<file path="config.mk">
export PLATFORM = sky130hd
export DESIGN_NAME = hazard_scoreboard_flat
export DESIGN_NICKNAME = d
export VERILOG_FILES = /design/src/rtl/hazard_scoreboard_pkg.sv /design/src/rtl/hazard_scoreboard_if.sv /design/src/rtl/hazard_scoreboard_reg_scoreboard.sv /design/src/rtl/hazard_scoreboard.sv /design/src/flat_wrapper.sv
export SDC_FILE = /design/constraint.sdc
export NUM_CORES = 1
export LEC_CHECK = 0
export ABC_CLOCK_PERIOD_IN_PS = 3800
export CORE_AREA = 2 2 110 112
export CTS_CLUSTER_SIZE = 25
export DETAILED_ROUTE_END_ITERATION = 10
export DIE_AREA = 0 0 112 114
export DONT_BUFFER_PORTS = 1
export PLACE_DENSITY = 0.58
export RECOVER_POWER = 50
export SLEW_MARGIN = 20
export SYNTH_ARGS = -nofsm -noshare
export SYNTH_HDL_FRONTEND = slang
export SYNTH_SLANG_ARGS = --single-unit
</file>
<file path="constraint.sdc">
create_clock -name clk -period 3.8 [get_ports clk]
set_input_delay 0.57 -clock clk [delete_from_list [all_inputs] [get_ports clk]]
set_output_delay 0.57 -clock clk [all_outputs]
set_load 0.01 [all_outputs]
</file>
<file path="src/rtl/hazard_scoreboard_pkg.sv">
// hazard_scoreboard_pkg: shared forwarding select encodings and default register index width
package hazard_scoreboard_pkg;
  localparam int DEFAULT_REG_ADDR_W = 5;
  localparam logic [1:0] FWD_REG = 2'b00;
  localparam logic [1:0] FWD_W = 2'b01;
  localparam logic [1:0] FWD_M = 2'b10;
endpackage

</file>
<file path="src/rtl/hazard_scoreboard_if.sv">
// hazard_scoreboard_if: pipeline-side signals of the hazard unit; master is the datapath, slave the hazard unit
interface hazard_scoreboard_if import hazard_scoreboard_pkg::*; #(
  parameter int REG_ADDR_W = DEFAULT_REG_ADDR_W,
  parameter int STALL_CNT_W = 16
);
  logic [REG_ADDR_W-1:0] rs1D, rs2D, rs1E, rs2E, rdE, rdM, rdW, LongRdW;
  logic RegWriteM, RegWriteW, ResultSrcE0, PCSrcE, LongIssueE, LongDoneW, DmemReadyM;
  logic [1:0] forwardaE, forwardbE;
  logic stallF, stallD, stallE, stallM, flushD, flushE;
  logic [2**REG_ADDR_W-1:0] sb_busy;
  logic [STALL_CNT_W-1:0] stall_cnt;
  modport master (
    output rs1D, rs2D, rs1E, rs2E, rdE, rdM, rdW, LongRdW,
    output RegWriteM, RegWriteW, ResultSrcE0, PCSrcE, LongIssueE, LongDoneW, DmemReadyM,
    input forwardaE, forwardbE, stallF, stallD, stallE, stallM, flushD, flushE, sb_busy, stall_cnt
  );
  modport slave (
    input rs1D, rs2D, rs1E, rs2E, rdE, rdM, rdW, LongRdW,
    input RegWriteM, RegWriteW, ResultSrcE0, PCSrcE, LongIssueE, LongDoneW, DmemReadyM,
    output forwardaE, forwardbE, stallF, stallD, stallE, stallM, flushD, flushE, sb_busy, stall_cnt
  );
endinterface

</file>
<file path="src/rtl/hazard_scoreboard_reg_scoreboard.sv">
// reg_scoreboard: per-register busy bits and in-flight counter for long-latency writers
module reg_scoreboard import hazard_scoreboard_pkg::*; #(
  parameter int REG_ADDR_W = DEFAULT_REG_ADDR_W,
  parameter int MAX_OUTSTANDING = 2
) (
  input  logic                       clk,
  input  logic                       reset,
  input  logic                       issue_i,
  input  logic [REG_ADDR_W-1:0]      issue_rd_i,
  input  logic                       done_i,
  input  logic [REG_ADDR_W-1:0]      done_rd_i,
  output logic [2**REG_ADDR_W-1:0]   busy_o,
  output logic                       full_o
);
  localparam int CW = $clog2(MAX_OUTSTANDING + 1);
  logic [2**REG_ADDR_W-1:0] busy_q, busy_d;
  logic [CW-1:0] cnt_q, cnt_d;
  logic done;
  // set is applied after clear so a same-register issue/done pair leaves the bit busy
  always_comb begin
    done = done_i && busy_q[done_rd_i];
    busy_d = busy_q;
    if (done) busy_d[done_rd_i] = 1'b0;
    if (issue_i) busy_d[issue_rd_i] = 1'b1;
    busy_d[0] = 1'b0;
    cnt_d = cnt_q + CW'(issue_i) - CW'(done);
  end
  always_ff @(posedge clk) begin
    if (reset) begin
      busy_q <= '0;
      cnt_q <= '0;
    end else begin
      busy_q <= busy_d;
      cnt_q <= cnt_d;
    end
  end
  assign busy_o = busy_q;
  assign full_o = cnt_q == CW'(MAX_OUTSTANDING);
endmodule

</file>
<file path="src/rtl/hazard_scoreboard.sv">
// hazard_scoreboard: forwarding, stall and flush control for the 5-stage pipeline with long-op scoreboard
module hazard_scoreboard import hazard_scoreboard_pkg::*; #(
  parameter int REG_ADDR_W = DEFAULT_REG_ADDR_W,
  parameter int MAX_OUTSTANDING = 2,
  parameter int STALL_CNT_W = 16
) (
  input logic clk,
  input logic reset,
  hazard_scoreboard_if.slave hz
);
  logic [2**REG_ADDR_W-1:0] busy;
  logic full, memstall, lwstall, sbstall, structstall, stall_e, stall_d, issue;
  logic [STALL_CNT_W-1:0] stall_cnt_q, stall_cnt_d;
  function automatic logic [1:0] fwd(input logic [REG_ADDR_W-1:0] rs, rd_m, rd_w, input logic we_m, we_w);
    return (rs == '0) ? FWD_REG : (we_m && rs == rd_m) ? FWD_M : (we_w && rs == rd_w) ? FWD_W : FWD_REG;
  endfunction
  assign hz.forwardaE = fwd(hz.rs1E, hz.rdM, hz.rdW, hz.RegWriteM, hz.RegWriteW);
  assign hz.forwardbE = fwd(hz.rs2E, hz.rdM, hz.rdW, hz.RegWriteM, hz.RegWriteW);
  assign memstall = ~hz.DmemReadyM;
  assign lwstall = hz.ResultSrcE0 && hz.rdE != '0 && (hz.rdE == hz.rs1D || hz.rdE == hz.rs2D);
  assign sbstall = (busy[hz.rs1D] && hz.rs1D != '0) || (busy[hz.rs2D] && hz.rs2D != '0);
  // E must also hold when any writer in E targets a register a long op still owns (WAW)
  assign structstall = (hz.LongIssueE && (full || busy[hz.rdE]))
                    || ((hz.LongIssueE || hz.ResultSrcE0) && busy[hz.rdE] && hz.rdE != '0);
  assign stall_e = memstall || structstall;
  assign stall_d = stall_e || lwstall || sbstall;
  assign hz.stallM = memstall;
  assign hz.stallE = stall_e;
  assign hz.stallD = stall_d;
  assign hz.stallF = stall_d;
  assign hz.flushD = hz.PCSrcE && !stall_e;
  assign hz.flushE = (lwstall || sbstall || hz.PCSrcE) && !stall_e;
  assign issue = hz.LongIssueE && !stall_e && hz.rdE != '0;
  reg_scoreboard #(.REG_ADDR_W(REG_ADDR_W), .MAX_OUTSTANDING(MAX_OUTSTANDING)) u_sb (
    .clk(clk),
    .reset(reset),
    .issue_i(issue),
    .issue_rd_i(hz.rdE),
    .done_i(hz.LongDoneW),
    .done_rd_i(hz.LongRdW),
    .busy_o(busy),
    .full_o(full)
  );
  assign hz.sb_busy = busy;
  assign stall_cnt_d = (stall_d && !(&stall_cnt_q)) ? stall_cnt_q + 1'b1 : stall_cnt_q;
  always_ff @(posedge clk) begin
    if (reset) stall_cnt_q <= '0;
    else stall_cnt_q <= stall_cnt_d;
  end
  assign hz.stall_cnt = stall_cnt_q;
endmodule

</file>
<file path="src/flat_wrapper.sv">
// flat-port wrapper written by rule: the top's interface ports become plain ports
module hazard_scoreboard_flat import hazard_scoreboard_pkg::*;
#(
  parameter int REG_ADDR_W = DEFAULT_REG_ADDR_W,
  parameter int MAX_OUTSTANDING = 2,
  parameter int STALL_CNT_W = 16
)
  (clk, reset, hz_rs1D, hz_rs2D, hz_rs1E, hz_rs2E, hz_rdE, hz_rdM, hz_rdW, hz_LongRdW, hz_RegWriteM, hz_RegWriteW, hz_ResultSrcE0, hz_PCSrcE, hz_LongIssueE, hz_LongDoneW, hz_DmemReadyM, hz_forwardaE, hz_forwardbE, hz_stallF, hz_stallD, hz_stallE, hz_stallM, hz_flushD, hz_flushE, hz_sb_busy, hz_stall_cnt);
  hazard_scoreboard_if #(.REG_ADDR_W(REG_ADDR_W), .STALL_CNT_W(STALL_CNT_W)) hz_i ();
  input logic clk;
  input logic reset;
  input wire logic [$bits(hz_i.rs1D)-1:0] hz_rs1D;
  input wire logic [$bits(hz_i.rs2D)-1:0] hz_rs2D;
  input wire logic [$bits(hz_i.rs1E)-1:0] hz_rs1E;
  input wire logic [$bits(hz_i.rs2E)-1:0] hz_rs2E;
  input wire logic [$bits(hz_i.rdE)-1:0] hz_rdE;
  input wire logic [$bits(hz_i.rdM)-1:0] hz_rdM;
  input wire logic [$bits(hz_i.rdW)-1:0] hz_rdW;
  input wire logic [$bits(hz_i.LongRdW)-1:0] hz_LongRdW;
  input wire logic [$bits(hz_i.RegWriteM)-1:0] hz_RegWriteM;
  input wire logic [$bits(hz_i.RegWriteW)-1:0] hz_RegWriteW;
  input wire logic [$bits(hz_i.ResultSrcE0)-1:0] hz_ResultSrcE0;
  input wire logic [$bits(hz_i.PCSrcE)-1:0] hz_PCSrcE;
  input wire logic [$bits(hz_i.LongIssueE)-1:0] hz_LongIssueE;
  input wire logic [$bits(hz_i.LongDoneW)-1:0] hz_LongDoneW;
  input wire logic [$bits(hz_i.DmemReadyM)-1:0] hz_DmemReadyM;
  output wire logic [$bits(hz_i.forwardaE)-1:0] hz_forwardaE;
  output wire logic [$bits(hz_i.forwardbE)-1:0] hz_forwardbE;
  output wire logic [$bits(hz_i.stallF)-1:0] hz_stallF;
  output wire logic [$bits(hz_i.stallD)-1:0] hz_stallD;
  output wire logic [$bits(hz_i.stallE)-1:0] hz_stallE;
  output wire logic [$bits(hz_i.stallM)-1:0] hz_stallM;
  output wire logic [$bits(hz_i.flushD)-1:0] hz_flushD;
  output wire logic [$bits(hz_i.flushE)-1:0] hz_flushE;
  output wire logic [$bits(hz_i.sb_busy)-1:0] hz_sb_busy;
  output wire logic [$bits(hz_i.stall_cnt)-1:0] hz_stall_cnt;
  assign hz_i.rs1D = hz_rs1D;
  assign hz_i.rs2D = hz_rs2D;
  assign hz_i.rs1E = hz_rs1E;
  assign hz_i.rs2E = hz_rs2E;
  assign hz_i.rdE = hz_rdE;
  assign hz_i.rdM = hz_rdM;
  assign hz_i.rdW = hz_rdW;
  assign hz_i.LongRdW = hz_LongRdW;
  assign hz_i.RegWriteM = hz_RegWriteM;
  assign hz_i.RegWriteW = hz_RegWriteW;
  assign hz_i.ResultSrcE0 = hz_ResultSrcE0;
  assign hz_i.PCSrcE = hz_PCSrcE;
  assign hz_i.LongIssueE = hz_LongIssueE;
  assign hz_i.LongDoneW = hz_LongDoneW;
  assign hz_i.DmemReadyM = hz_DmemReadyM;
  assign hz_forwardaE = hz_i.forwardaE;
  assign hz_forwardbE = hz_i.forwardbE;
  assign hz_stallF = hz_i.stallF;
  assign hz_stallD = hz_i.stallD;
  assign hz_stallE = hz_i.stallE;
  assign hz_stallM = hz_i.stallM;
  assign hz_flushD = hz_i.flushD;
  assign hz_flushE = hz_i.flushE;
  assign hz_sb_busy = hz_i.sb_busy;
  assign hz_stall_cnt = hz_i.stall_cnt;
  hazard_scoreboard #(.REG_ADDR_W(REG_ADDR_W), .MAX_OUTSTANDING(MAX_OUTSTANDING), .STALL_CNT_W(STALL_CNT_W)) u_core (.clk(clk), .reset(reset), .hz(hz_i));
endmodule
</file>
# == Yosys cells after proc, flatten, opt, wreduce, memory -nomap -nowiden ==
# Index checks and enable logic that the tools add are counted.
# word_totals
register_bits,50
latch_bits,0
ramBits,0
mem_bits_ro,0
in_bits,49
n_memories,0
out_inout_bits,58
wordCells,81
# op_classes
muxes,20
n_eq_ne,7
magnitude_cmp,6
shifts,0
n_mul,0
div_mod_pow,0
reduce_logical,37
bitwise_logic,4
add_sub_neg,3
# ops
op,n
32-bit two-way mux,2
32-bit bitwise AND,1
32-bit inverter,1
32-bit bitwise OR,1
5-bit equality test,6
"5-bit by 6-bit less-than comparator with 1-bit output, second input constant",4
1-bit binary-select mux with 5-bit select,4
1-bit logical AND,19
"16-bit by 1-bit adder with 16-bit output, second input constant",1
16-bit AND reduction,1
5-bit nonzero test,3
1-bit demux with 5-bit select,2
"5-bit by 1-bit greater-or-equal comparator with 1-bit output, second input constant",2
5-bit logical NOT,2
1-bit logical OR,10
1-bit two-way mux,8
2-bit two-way mux,4
2-bit by 1-bit adder with 2-bit output,1
"2-bit equality test, second input constant",1
1-bit logical NOT,2
2-bit by 1-bit subtractor with 2-bit output,1
1-bit inverter,1

# == Longest topological paths before layout ==
# logic_depth
word_depth,11
mapped_depth,14
ltp_nobuf,12

# == By module ==
# From an unflattened synthesis, not the netlist that was laid out.
# unflattened
cells_unflattened,496
area_unflattened_um2,3993.8
# by_module_without_submodules
module,area_per_inst_um2,instances,seq_area_each_um2,cells_each
hazard_scoreboard,2144.6,1,320.3,255
reg_scoreboard,1849.3,1,660.6,241

# == Least setup slack after synthesis ==
# Ideal clock, no wire load.
# synth_path
path_kind,input to register
from,input hz_rdE[1]
to,register u_core.u_sb.cnt_q[1]
arrival_ns,3.019
cell_stages,14
setup_time_ns,0.128
setup_slack_ns,0.653
required_time_ns,3.672
n_path_buf,2
path_cell_list,buf_2 buf_2 mux4_2 nand3_1 a31oi_1 o41ai_4 nand2_2 a21o_1 ha_1 inv_1 ha_1 xor2_1 xnor2_1 nor2_1
# synth_between
elab_chain_cells,11
# synth_lines
item,line,rtl
start: declaration,flat_wrapper.sv:16,input wire logic [$bits(hz_i.rdE)-1:0] hz_rdE;
1-bit binary-select mux with 5-bit select,"hazard_scoreboard.sv:23, hazard_scoreboard.sv:24",
1-bit two-way mux (not written as such),"hazard_scoreboard.sv:23, hazard_scoreboard.sv:24",
1-bit logical OR / 1-bit logical AND (equally long branches),"hazard_scoreboard.sv:23, hazard_scoreboard.sv:24",
1-bit logical AND (on tied branches),"hazard_scoreboard.sv:23, hazard_scoreboard.sv:24",
1-bit logical OR,hazard_scoreboard.sv:24,|| ((hz.LongIssueE || hz.ResultSrcE0) && busy[hz.rdE] && hz.rdE != '0);
1-bit logical OR,hazard_scoreboard.sv:25,assign stall_e = memstall || structstall;
1-bit logical NOT,hazard_scoreboard.sv:33,assign issue = hz.LongIssueE && !stall_e && hz.rdE != '0;
1-bit logical AND,hazard_scoreboard.sv:33,
1-bit logical AND (*),hazard_scoreboard.sv:33,
2-bit by 1-bit adder with 2-bit output (*),hazard_scoreboard_reg_scoreboard.sv:26,cnt_d = cnt_q + CW'(issue_i) - CW'(done);
2-bit by 1-bit subtractor with 2-bit output (*),hazard_scoreboard_reg_scoreboard.sv:26,
end signal: assignment,hazard_scoreboard_reg_scoreboard.sv:34,cnt_q <= cnt_d;
end: declaration,hazard_scoreboard_reg_scoreboard.sv:17,"logic [CW-1:0] cnt_q, cnt_d;"
# Every way passes the cells marked *; elsewhere a longest branch is shown, timed or not. The select of a mux whose other input is x is not followed.
# A chain may end at the register's enable or synchronous reset.

# == Final worst setup path ==
# layout_path
from,register u_core.u_sb.busy_q[19] (netlist: u_core.u_sb.busy_o[19])
to,output hz_stallF
# layout_between
elab_chain_cells,8
# layout_lines
item,line,rtl
start: declaration,hazard_scoreboard_reg_scoreboard.sv:16,"logic [2**REG_ADDR_W-1:0] busy_q, busy_d;"
start signal: assignment,hazard_scoreboard_reg_scoreboard.sv:33,busy_q <= busy_d;
1-bit binary-select mux with 5-bit select,"hazard_scoreboard.sv:23, hazard_scoreboard.sv:24",
1-bit two-way mux (not written as such),"hazard_scoreboard.sv:23, hazard_scoreboard.sv:24",
1-bit logical OR / 1-bit logical AND (equally long branches),"hazard_scoreboard.sv:23, hazard_scoreboard.sv:24",
1-bit logical AND (on tied branches),"hazard_scoreboard.sv:23, hazard_scoreboard.sv:24",
1-bit logical OR,hazard_scoreboard.sv:24,
1-bit logical OR,hazard_scoreboard.sv:25,
1-bit logical OR,hazard_scoreboard.sv:26,assign stall_d = stall_e || lwstall || sbstall;
1-bit logical OR (*),hazard_scoreboard.sv:26,
end: declaration,flat_wrapper.sv:29,output wire logic [$bits(hz_i.stallF)-1:0] hz_stallF;
# Marks and branches as above.

==> results.toml <==
[status]
status = "completed"

[setup_path]
cp.buffers_inverters = 1
worstPathArrival_ns = 2.69
critical_path.startpoint_type = "register"
crit_fanout = 9
r2r_start = "u_core.u_sb.busy_o[19]"
cpMaxStageDelayCell = "o41ai_4"
r2r_cells = 12
crit_family = "compound AO/OA/AOI/OAI gates"
crit_chain = "mux4_2 > nand3b_1 > a31oi_1 > o41ai_4 > and4_1 > inv_2"
setup.worst_path.end_class = "output pin"
rrSetupSlack_ns = 0.70
crit_required_ns = 3.23
r2r-end = "u_core.u_sb.cnt_q[1]"
crit_type = "reg -> out"
crit_path_max_incr_delay_ns = 0.53

[drt]
vias_per_cell = 6.110
detail-route-antenna-nets = 0
postRouteWirelength_um = 12750
vias = 3599
dr.pass1.iters = 4
drtIter0Drc = 424
drc = 0
wire_per_inst_um = 21.65

[die]
die_area_um2 = 12770
fp.dieW_um = 112
start_util_pct = 34.01
placeableCoreArea_um2 = 11710
rows = 40
io_pins = 107
fp.dieH_um = 114

[synthesis]
synth_largest_area_cell = "dfxtp_1"
yosysSeqAreaShare_pct = 24.63
synth-seq-cells = 49
avgSynthCellArea_um2 = 8.658
synth_area_leaders = "dfxtp_1, mux4_2, nor2b_1, o21ai_0, xnor2_1"
yosys-top-cells-count = "dfxtp_1, o21ai_0, nor2b_1"
synth_area_um2 = 3983
synth.distinct_cells = 64
synth_edf_count = 0
postSynthCellCount = 460
async_reset_ff_share_pct = 0
synth.most_common_cell = "dfxtp_1"
yosys_most_used_dff = "dfxtp_1"
syn_nets = 512
synth.top_cell.area_share_pct = 24.63
ys_warn_count = 0

[power_and_ir_drop]
p_leak_nw = 1.379
ir_worst_vdd_mv = 0.1942
powerDensity_nw_per_um2 = 266.4

[final_layout]
nets = 493
n_antenna_cell = 0
seq_area_um2 = 980.9
multi_input_area_um2 = 2768
n_fill_cell = 1239
drive_above_1_share_pct = 11.31
area_growth_pct = 4.807

[clocking]
cts.clk_slew.worst_paths_ns = 0.06
post_cts_buffers = 0
cts-resized-gates = 0
cts_buffer_depth = 2
clock_latency_ns = 0.29
cts_tree = "done"
root_buffer = "clkbuf_16"
cts_buffers = 5
hold_buffers = 0
htree_levels = 2
numClockSinks = 49

[global_routing]
track_usage_pct = 20.10
grt_pass1_vias = 3558
grt_overflow = 0
grt_max_degree = 59
antenna_found_initial = 0
grt_pass1_wl_um = 20010

[sta]
worstMarginPinSlew_ns = 0.5030
clock.fmax_mhz = 306.6
setup_violations = 0
fin_skew_ns = 0.005277
rsz0062_at_grt = "no"
final_hold_viol_count = 0
min_period_over_period_pct = 85.84
setup_slack_ns = 0.5381
tns_ns = 0
slew_violations = 0
relSlewSlack_pct = 66.39
min_period_ns = 3.262

[placed_design]
port_buffers = 0
gp_congestion = 0.8986
dp_hpwl_um = 9452
dp_slack_ns = 0.6024

[hold_path]
min_from = "reset"
whs_endpoint = "u_core.u_sb.cnt_q[0]"
min_path_cells = 1
min_path_type = "in -> reg"

[flow_run]
maxCapViolCount = 0
-- worst reg2reg max path: cells and delay by family, from the launching register on --
kind                     cells  cell delay (ns)
AND/OR/NAND/NOR              3             0.40
AO/OA/AOI/OAI                3             0.87
buffers and inverters        1             0.04
flip-flops                   1             0.43
multiplexers                 1             0.51
XOR/XNOR                     2             0.31
adder cells (fa/ha/maj)      2             0.43
-- metrics by stage --
stage | utilization [%] | cells | hold slack, ns | power (mW) | instance area, um2
2_1_floorplan | - | 460 | 0.4842 | 0.7056 | 3983
6_report | 35.64 | 589 | 0.3858 | 1.112 | 4174
5_1_grt | 35.64 | 589 | 0.3452 | 1.158 | 4174
4_1_cts | 35.74 | 589 | 0.3488 | 1.124 | 4185
3_5_place_dp | 34.57 | 581 | 0.5188 | 0.6898 | 4049
3_3_place_gp | 34.57 | 581 | 0.5083 | 0.6882 | 4049
-- layout by cell type (no fill, tap or decap), types with 5 or more instances in the layout --
cell type and instances:
nor4_1 5, nand3b_1 7, a211o_1 5, or3_1 9
inv_1 16, and3_1 10, a21oi_1 11, dfxtp_1 49
o21ai_0 45, clkbuf_16 5, mux4_2 26, nor2_1 23
nor3_1 13, nor2b_1 39, o31ai_1 9, clkbuf_1 6
xnor2_1 15, xor2_1 15, o21ai_1 6, nand3_1 25
mux2i_1 7, mux2_1 6, nand2_1 24
-- kinds of logic after synthesis --
family / count (synthesis) / share of synthesized area, %
other cells: 1 / 0.09416
mux: 45 / 20.04
buf+inv: 50 / 5.875
simple gates: 180 / 25.23
compound gates: 102 / 16.59
xor+xnor: 30 / 6.598
fa+ha+maj: 3 / 0.9426
flops: 49 / 24.63
-- final cells by class --
cell class | count | area share, %
flip-flops and latches | 49 | 23.50
repair buffers | 7 | 0.9892
clock buffers | 8 | 3.267
inverters | 17 | 1.529
well taps | 147 | 4.406
multi-input cells | 361 | 66.31
-- state kept, by name, indices dropped and copies added, names as in the netlist --
name,count
u_core.hz.stall_cnt,16
u_core.u_sb.busy_o,31
u_core.u_sb.cnt_q,2
-- worst max-delay path by stage --
| stage | end | cells after the start | start |
|---|---|---|---|
| 3_5_place_dp | u_core.u_sb.cnt_q[1] | 12 | hz_rdE[0] |
| 6_report | hz_stallF | 6 | u_core.u_sb.busy_o[19] |
| 2_1_floorplan | u_core.u_sb.cnt_q[1] | 14 | hz_rdE[1] |
| 5_1_grt | hz_stallF | 6 | u_core.u_sb.busy_o[27] |
| 3_3_place_gp | u_core.u_sb.cnt_q[1] | 12 | hz_rdE[0] |
| 4_1_cts | hz_stallF | 6 | u_core.u_sb.busy_o[19] |
-- metal layers --
| metal | GRT usage [%] | up-vias | wire length [um] |
|---|---|---|---|
| met5 | 0 | - | 0 |
| met1 | 25.02 | 1749 | 5029 |
| li1 | - | 1662 | - |
| met2 | 33.90 | 168 | 6127 |
| met3 | 4.888 | 20 | 1353 |
| met4 | 7.724 | 0 | 240 |
-- power by group --
part | leakage [nW] | total (mW) | switching (mW) | internal, mW
clock network | 0.0652 | 0.432 | 0.187 | 0.245
logic | 0.919 | 0.142 | 0.0700 | 0.0721
registers | 0.396 | 0.537 | 0.0157 | 0.522
Power figures use the tool's default switching activity.
